==> src/rtl/hex2bin_pkg.sv <==
// Shared types and constants for the sequential binary-to-BCD converter.
// FSM encoding, BCD digit width and the power-of-ten constant function.
package hex2bin_pkg;

    typedef enum logic {
        S_IDLE = 1'b0,
        S_SUBT = 1'b1
    } state_t;

    localparam int BCD_W = 4;

    // Elaboration-time helper; only ever called with constant arguments.
    function automatic logic [63:0] pow10(input int n);
        logic [63:0] v;
        v = 64'd1;
        for (int i = 0; i < n; i++) begin
            v = v * 64'd10;
        end
        return v;
    endfunction

endpackage

==> src/rtl/bin2bcd_digit_sub.sv <==
// Combinational compare/subtract step: ge = rem >= k, diff = rem - k.
// diff is only meaningful when ge is high; the caller never uses it otherwise.
module bin2bcd_digit_sub #(
    parameter int W = 8
) (
    input  logic [W-1:0] i_rem,
    input  logic [W-1:0] i_k,
    output logic         o_ge,
    output logic [W-1:0] o_diff
);

    assign o_ge   = (i_rem >= i_k);
    assign o_diff = i_rem - i_k;

endmodule

==> src/rtl/bin2bcd_seq.sv <==
// Sequential binary-to-BCD converter, one compare/subtract per clock, MSD first.
// Define BIN2BCD_BLANK_EN to enable the registered leading-zero blank mask.
module bin2bcd_seq
    import hex2bin_pkg::*;
#(
    parameter int WIDTH  = 8,
    parameter int DIGITS = 3
) (
    input  logic                    i_clk,
    input  logic                    i_clr,
    input  logic                    i_start,
    input  logic [WIDTH-1:0]        i_din,
    output logic                    o_busy,
    output logic                    o_done,
    output logic [BCD_W*DIGITS-1:0] o_bcd,
    output logic [DIGITS-1:0]       o_blank,
    output state_t                  o_dbg_state
);

    // Handshake: i_start is a request sampled only while idle (o_busy=0);
    // o_done is a one-cycle completion strobe, o_bcd/o_blank stay valid after it.

    // Wide enough to hold pow10(DIGITS-1) as well as any input value.
    localparam int CW = WIDTH + BCD_W * DIGITS;
    localparam int IW = (DIGITS > 1) ? $clog2(DIGITS) : 1;

    if (pow10(DIGITS) <= ((64'd1 << WIDTH) - 64'd1)) begin : g_digits_check
        $error("bin2bcd_seq: DIGITS=%0d too small for WIDTH=%0d", DIGITS, WIDTH);
    end

    state_t                    r_state;
    logic [CW-1:0]             r_rem;
    logic [BCD_W-1:0]          r_cnt;
    logic [IW-1:0]             r_idx;
    logic                      r_busy;
    logic                      r_done;
    logic [BCD_W*DIGITS-1:0]   r_bcd;

    state_t                    w_state_next;
    logic [CW-1:0]             w_rem_next;
    logic [BCD_W-1:0]          w_cnt_next;
    logic [IW-1:0]             w_idx_next;
    logic                      w_busy_next;
    logic                      w_done_next;
    logic [BCD_W*DIGITS-1:0]   w_bcd_next;

    logic [CW-1:0]             w_k;
    logic                      w_ge;
    logic [CW-1:0]             w_diff;

    always_comb begin
        w_k = '0;
        for (int i = 0; i < DIGITS; i++) begin
            if (r_idx == IW'(i)) begin
                w_k = CW'(pow10(i));
            end
        end
    end

    bin2bcd_digit_sub #(
        .W (CW)
    ) u_digit_sub (
        .i_rem  (r_rem),
        .i_k    (w_k),
        .o_ge   (w_ge),
        .o_diff (w_diff)
    );

    always_comb begin
        w_state_next = r_state;
        w_rem_next   = r_rem;
        w_cnt_next   = r_cnt;
        w_idx_next   = r_idx;
        w_busy_next  = r_busy;
        w_done_next  = 1'b0;
        w_bcd_next   = r_bcd;
        case (r_state)
            S_IDLE: begin
                if (i_start) begin
                    w_state_next = S_SUBT;
                    w_rem_next   = CW'(i_din);
                    w_idx_next   = IW'(DIGITS - 1);
                    w_cnt_next   = '0;
                    w_busy_next  = 1'b1;
                    w_bcd_next   = '0;
                end
            end
            S_SUBT: begin
                if (w_ge) begin
                    w_rem_next = w_diff;
                    w_cnt_next = r_cnt + 4'd1;
                end else begin
                    for (int i = 0; i < DIGITS; i++) begin
                        if (r_idx == IW'(i)) begin
                            w_bcd_next[BCD_W*i +: BCD_W] = r_cnt;
                        end
                    end
                    w_cnt_next = '0;
                    if (r_idx != '0) begin
                        w_idx_next = r_idx - 1'b1;
                    end else begin
                        w_state_next = S_IDLE;
                        w_busy_next  = 1'b0;
                        w_done_next  = 1'b1;
                    end
                end
            end
            default: w_state_next = S_IDLE;
        endcase
    end

    always_ff @(posedge i_clk) begin
        if (i_clr) begin
            r_state <= S_IDLE;
            r_rem   <= '0;
            r_cnt   <= '0;
            r_idx   <= '0;
            r_busy  <= 1'b0;
            r_done  <= 1'b0;
            r_bcd   <= '0;
        end else begin
            r_state <= w_state_next;
            r_rem   <= w_rem_next;
            r_cnt   <= w_cnt_next;
            r_idx   <= w_idx_next;
            r_busy  <= w_busy_next;
            r_done  <= w_done_next;
            r_bcd   <= w_bcd_next;
        end
    end

`ifdef BIN2BCD_BLANK_EN
    logic [DIGITS-1:0] r_blank;
    logic [DIGITS-1:0] w_blank_calc;
    logic              w_zero_run;

    // Walk down from the MSD; a digit blanks only while everything above it is zero.
    always_comb begin
        w_blank_calc = '0;
        w_zero_run   = 1'b1;
        for (int i = DIGITS - 1; i >= 1; i--) begin
            w_zero_run      = w_zero_run && (w_bcd_next[BCD_W*i +: BCD_W] == '0);
            w_blank_calc[i] = w_zero_run;
        end
    end

    always_ff @(posedge i_clk) begin
        if (i_clr) begin
            r_blank <= '0;
        end else if (w_done_next) begin
            r_blank <= w_blank_calc;
        end
    end

    assign o_blank = r_blank;
`else
    assign o_blank = '0;
`endif

    assign o_busy      = r_busy;
    assign o_done      = r_done;
    assign o_bcd       = r_bcd;
    assign o_dbg_state = r_state;

endmodule

==> config.mk <==
export PLATFORM = sky130hd
export DESIGN_NAME = bin2bcd_seq
export DESIGN_NICKNAME = d
export VERILOG_FILES = /design/src/rtl/hex2bin_pkg.sv /design/src/rtl/bin2bcd_digit_sub.sv /design/src/rtl/bin2bcd_seq.sv
export SDC_FILE = /design/constraint.sdc
export NUM_CORES = 1
export LEC_CHECK = 0
export CAP_MARGIN = 20
export CORE_MARGIN = 1
export CORE_UTILIZATION = 35
export CTS_CLUSTER_DIAMETER = 60
export DETAILED_ROUTE_END_ITERATION = 12
export PLACE_DENSITY_LB_ADDON = 0.15
export SETUP_SLACK_MARGIN = 0.15
export SLEW_MARGIN = 20
export SYNTH_ARGS = -nofsm -noshare
export SYNTH_HDL_FRONTEND = slang
export SYNTH_HIERARCHICAL = 1
export SYNTH_SLANG_ARGS = --single-unit
==> constraint.sdc <==
create_clock -name i_clk -period 5.9 [get_ports i_clk]
set_clock_uncertainty 0.1 [all_clocks]
set_input_delay 0.885 -clock i_clk [delete_from_list [all_inputs] [get_ports i_clk]]
set_output_delay 0.885 -clock i_clk [all_outputs]
set_load 0.02 [all_outputs]
After elaboration in Yosys (flattened, before gate mapping)
Index checks and enable logic that the tools add are counted.

word-level totals
  bits in registers = 41
  output and inout bits = 18

cells by class
  bitwise logic cells = 1
  reduce and logical (&&, ||, !) cells = 9
  mux-type cells = 28
  $add $sub $neg = 3
  equality and inequality tests = 10
  magnitude comparators = 1

operators by type and width
  operator             number
  $mux 20              4
  $pmux 20 s2          1
  $mux 12              2
  $pmux 12 s2          1
  $ge 20x20->1         1
  $mux 4               5
  $sub 20x20->20       1
  $reduce_and 3->1     5
  $ne 2x1->1 const B   5
  $mux 1               8
  $pmux 4 s2           1
  $mux 2               3
  $ne 2x2->1 const B   3
  $add 4x1->4 const B  1
  $pmux 1 s2           2
  $pmux 2 s2           1
  $reduce_or 3->1      1
  $eq 2x1->1 const B   1
  $eq 2x2->1 const B   1
  $logic_not 2->1      1
  $reduce_and 2->1     1
  $reduce_bool 2->1    1
  $sub 2x1->2 const B  1
  $not 1->1            1

Longest topological paths before layout
  word-level depth = 7
  gate-level depth with buffers = 15
  mapped depth without buffers = 13

Hierarchy
Netlist, hierarchy kept.

by module, submodules not included
  module             cells each  area an instance (µm²)  times used  seq. area each (µm²)
  bin2bcd_seq        188         1,719.1                 1           820.8
  bin2bcd_digit_sub  165         1,101.1                 1           0.0

Worst setup path before layout
Ideal clock, no wire load.

  path kind = reg-to-reg
  from = reg r_idx[0]
  to = reg r_cnt[3]
  cell stages (with the launch flop) = 15
  path slack = 2.729 ns
  clock period less this slack = 3.171 ns
  arrival = 2.997 ns
  path through = dfxtp_1 inv_1 ha_1 ha_1 fa_1 and2b_1 o31ai_2 a21oi_2 o21bai_1 a21oi_1 o21ai_0 and2_4 buf_6 or3b_1 a31oi_1

on the way
  longest elaborated chain between the ends = 7

ends and longest elaborated chain
  item                      line                     RTL
  start: declaration        bin2bcd_seq.sv:34        logic [IW-1:0] r_idx;
  start signal: assignment  bin2bcd_seq.sv:125       r_idx <= w_idx_next;
  $logic_not 2->1           bin2bcd_seq.sv:54        if (r_idx == IW'(i)) begin
  $mux 1                    bin2bcd_seq.sv:54
  $mux 20                   bin2bcd_seq.sv:54
  $mux 20 *                 bin2bcd_seq.sv:54
  net w_k[0]                bin2bcd_seq.sv:47        logic [CW-1:0] w_k;
  $ge 20x20->1 *            bin2bcd_digit_sub.sv:12  assign o_ge = (i_rem >= i_k);
  net w_ge                  bin2bcd_seq.sv:48        logic w_ge;
  $mux 4 *                  bin2bcd_seq.sv:89        if (w_ge) begin
  $pmux 4 s2 *              bin2bcd_seq.sv:77        case (r_state)
  end signal: assignment    bin2bcd_seq.sv:124       r_cnt <= w_cnt_next;
  end: declaration          bin2bcd_seq.sv:33        logic [BCD_W-1:0] r_cnt;

Mark *: on every way through the listed nets, which the timed path passes. The rest lies on a longest branch.
A chain may end at the register's enable or synchronous reset.

Worst setup path after layout
  from = reg r_idx[1]
  to = reg r_cnt[3]

The elaborated chain is that of the path after synthesis.

==> results.py <==
metrics = {
    "timing": {
        "rsz0062_at_grt": "no",
        "finalHoldViolCount": 0,
        "maxSlewHeadroom": 0.458,
        "period_needed_ps": 3510,
        "final.period_utilization": 0.595,
        "drv_slew": 0,
        "setup_viol": 0,
        "worstMarginPinSlew_ps": 797,
        "hold_ws_ps": 370,
        "clock.fmax_ghz": 0.285,
        "finalSetupTns_ps": 0,
    },
    "pwr": {
        "leakage_nw": 1.27,
        "power.share.sequential": 0.398,
        "cellPowerDensity_mw_per_mm2": 223,
        "netSwitchingFraction": 0.307,
        "peakVddDrop_mv": 0.143,
        "p_total_mw": 0.731,
        "pwr-share-clk": 0.336,
        "p_int_mw": 0.507,
        "comb_power_share": 0.266,
        "switching_power_mw": 0.224,
    },
    "clock_network": {
        "clk_pin_slew_worst_paths_ps": 90,
        "numCtsBuffers": 5,
        "cts_resized": 0,
        "htree_levels": 2,
        "postCtsHoldBufs": 0,
        "clock_path_buffers": 2,
        "clkLatencyLatePin_ps": 300,
        "cts_setup_buffers": 0,
        "cts_sinks": 41,
        "cts-root-buf": "clkbuf_8",
        "cts_tree": "done",
    },
    "detailed_routing": {
        "routed_wl_mm": 6.30,
        "wl_per_cell_microns": 13.0,
        "vias": 2409,
        "antenna_left": 0,
        "viasPerCell": 4.97,
        "drc": 0,
        "drt-pass1-iter-count": 4,
        "drt-initial-drc-count": 124,
    },
    "floorplanning": {
        "die_area_sq_mm": 0.00842,
        "fp.dieH_microns": 91.8,
        "floorplan.initialDensity": 0.363,
        "ios": 29,
        "core-area_sq_mm": 0.00777,
        "rows": 32,
        "die_x_microns": 91.8,
    },
    "setup_path": {
        "worst-r2r-cell-count": 14,
        "cp_max_fo": 16,
        "startpoint": "r_idx[1]$_SDFFE_PP0P_",
        "rr_startpoint": "r_idx[1]$_SDFFE_PP0P_",
        "crit_type": "reg -> reg",
        "crit_required_ps": 6030,
        "critPathLaunchType": "flip-flop",
        "crit_path_end_kind": "flip-flop",
        "cp.arrival_ps": 3640,
    },
    "worst_hold_path": {
        "holdPathStages": 2,
        "min_from": "o_bcd[7]$_SDFFE_PP0P_",
        "holdCritPathClass": "reg -> reg",
    },
    "finish": {
        "fin_area_sq_mm": 0.00328,
        "insertedDiodeCount": 0,
        "nFillCells": 849,
        "ff_latch_area_sq_um": 821,
        "nets": 419,
        "synthToLayoutAreaGrowth_pct": 16.4,
        "multiInputGateArea_sq_mm": 0.00184,
        "drive_above_1_share": 0.0627,
        "fin_util": 0.423,
    },
    "synthesis": {
        "avgSynthCellArea_sq_um": 7.99,
        "syn-cell-area_sq_mm": 0.00282,
        "ys_seq_elements": 41,
        "synth-edff-count": 0,
        "postSynth.asyncResetShare": 0,
        "postSynthCellCount": 353,
        "yosysUniqueCellTypes": 53,
        "yosysWarningCount": 6,
        "synth_ff_type": "dfxtp_1",
        "seq_area_frac_synth": 0.291,
    },
    "place": {
        "dpl_cell_area_sq_mm": 0.00316,
        "numPortBuffers": 25,
        "hpwlAfterDp_mm": 4.61,
        "place_congestion": 0.870,
    },
    "global_route": {
        "grt_antenna_before_repair": 0,
        "grt_first_pass_wirelength_mm": 11.1,
        "grt_overflow": 0,
        "grt_use_met1": 0.230,
        "grt_pass1_vias": 2259,
        "met3_usage": 0.0274,
        "met2_usage": 0.259,
        "grt_max_degree": 42,
        "grt_usage": 0.164,
        "globalRoute.busiestLayer": "met2",
    },
    "status": {
        "status": "finished, final reports clean",
    },
    "job": {
        "cap_violations": 0,
    },
}
registers in the layout, summed over array words and instances (netlist names):
| register | count |
|---|---|
| o_done | 1 |
| r_cnt | 4 |
| r_idx | 2 |
| r_rem | 20 |
| o_busy | 1 |
| o_bcd | 12 |
| o_dbg_state | 1 |
synth_stat cells, types with 4 or more instances:
master	number	area share
buf_4	4	0.011
xor2_1	7	0.022
inv_1	28	0.037
dfxtp_1	41	0.29
buf_2	5	0.0089
o21a_1	4	0.011
a31oi_1	5	0.011
clkbuf_1	7	0.0093
xnor2_1	10	0.031
o21ai_0	13	0.023
nor3_1	4	0.0071
nor2_1	34	0.045
ha_1	25	0.11
a21oi_1	33	0.059
nand3_1	22	0.039
mux2i_1	10	0.035
and3b_1	4	0.012
a22oi_1	12	0.032
nand3b_1	4	0.011
nand4_1	4	0.0089
nand2_1	26	0.035
a211oi_1	9	0.024
through the flow:
stage	std cells	setup slack (ps)
2_1_floorplan	369	2730
3_3_place_gp	477	2290
3_5_place_dp	477	2110
4_1_cts	485	2070
5_1_grt	485	2080
6_report	485	2390
layout by cell type, fill, tap and decap left out, types with 3 or more instances in the layout:
cell type | Yosys | layout
nand4_1 | 4 | 4
inv_1 | 28 | 28
a211oi_1 | 9 | 9
nand3_1 | 22 | 22
xor2_1 | 7 | 7
dfxtp_1 | 41 | 41
a22oi_1 | 12 | 12
clkdlybuf4s50_1 | 0 | 25
nor2_1 | 34 | 34
nor3_1 | 4 | 4
conb_1 | 1 | 17
xnor2_1 | 10 | 10
a21oi_1 | 33 | 33
nand3b_1 | 4 | 4
and3b_1 | 4 | 4
o21a_1 | 4 | 4
ha_1 | 25 | 25
a31oi_1 | 5 | 5
mux2i_1 | 10 | 9
nand2_1 | 26 | 26
clkbuf_8 | 0 | 6
o21ai_0 | 13 | 13
buf_4 | 4 | 3
worst max-delay path, cell delays in order, from the launching register on:
cell	delay (ps)
dfxtp_1	390
inv_1	90
ha_1	230
ha_1	230
fa_1	430
and2b_1	250
o31ai_2	90
a21oi_2	270
o21bai_1	150
a21oi_1	80
o21ai_0	160
buf_4	200
and2_4	280
or3b_1	370
a31oi_1	130
power by group through the flow:
stage                     clock (mW)  sequential [mW]  combinational (mW)
after CTS                      0.255            0.291               0.195
after floorplan                    0            0.298               0.153
final                          0.246            0.291               0.194
after global routing           0.264            0.293               0.220
after global placement             0            0.298               0.192
after detailed placement           0            0.298               0.194
routing by layer:
metal	wire length, microns	share of wire
met5	0	0
met1	3160	0.50
met2	2830	0.45
met4	63	0.010
met3	242	0.038
path summary, 6_finish.rpt:
kind	to	slack, ps
max	r_cnt[3]$_SDFFE_PP0P_	2390
min	o_bcd[7]$_SDFFE_PP0P_	370
max reg2reg	r_cnt[3]$_SDFFE_PP0P_	2390
min reg2reg	o_bcd[7]$_SDFFE_PP0P_	370
cell type report:
class,count,share of cell area
Sequential cell,41,0.250
Timing Repair Buffer,28,0.0831
Inverter,28,0.0320
Tap cell,102,0.0389
Clock buffer,6,0.0252
Clock inverter,2,0.0114
Multi-Input combinational cell,278,0.559
kinds of logic (layout without fill, tap and decap cells):
logic type | after synthesis | after routing | share of synthesized area
fa+ha+maj | 26 | 26 | 0.118
flops | 41 | 41 | 0.291
compound gates | 93 | 93 | 0.215
other cells | 1 | 17 | 0.00133
buf+inv | 50 | 64 | 0.0807
mux | 11 | 11 | 0.0408
xor+xnor | 17 | 17 | 0.0528
simple gates | 114 | 114 | 0.200
Note: power is estimated with default switching activity, not from simulation.
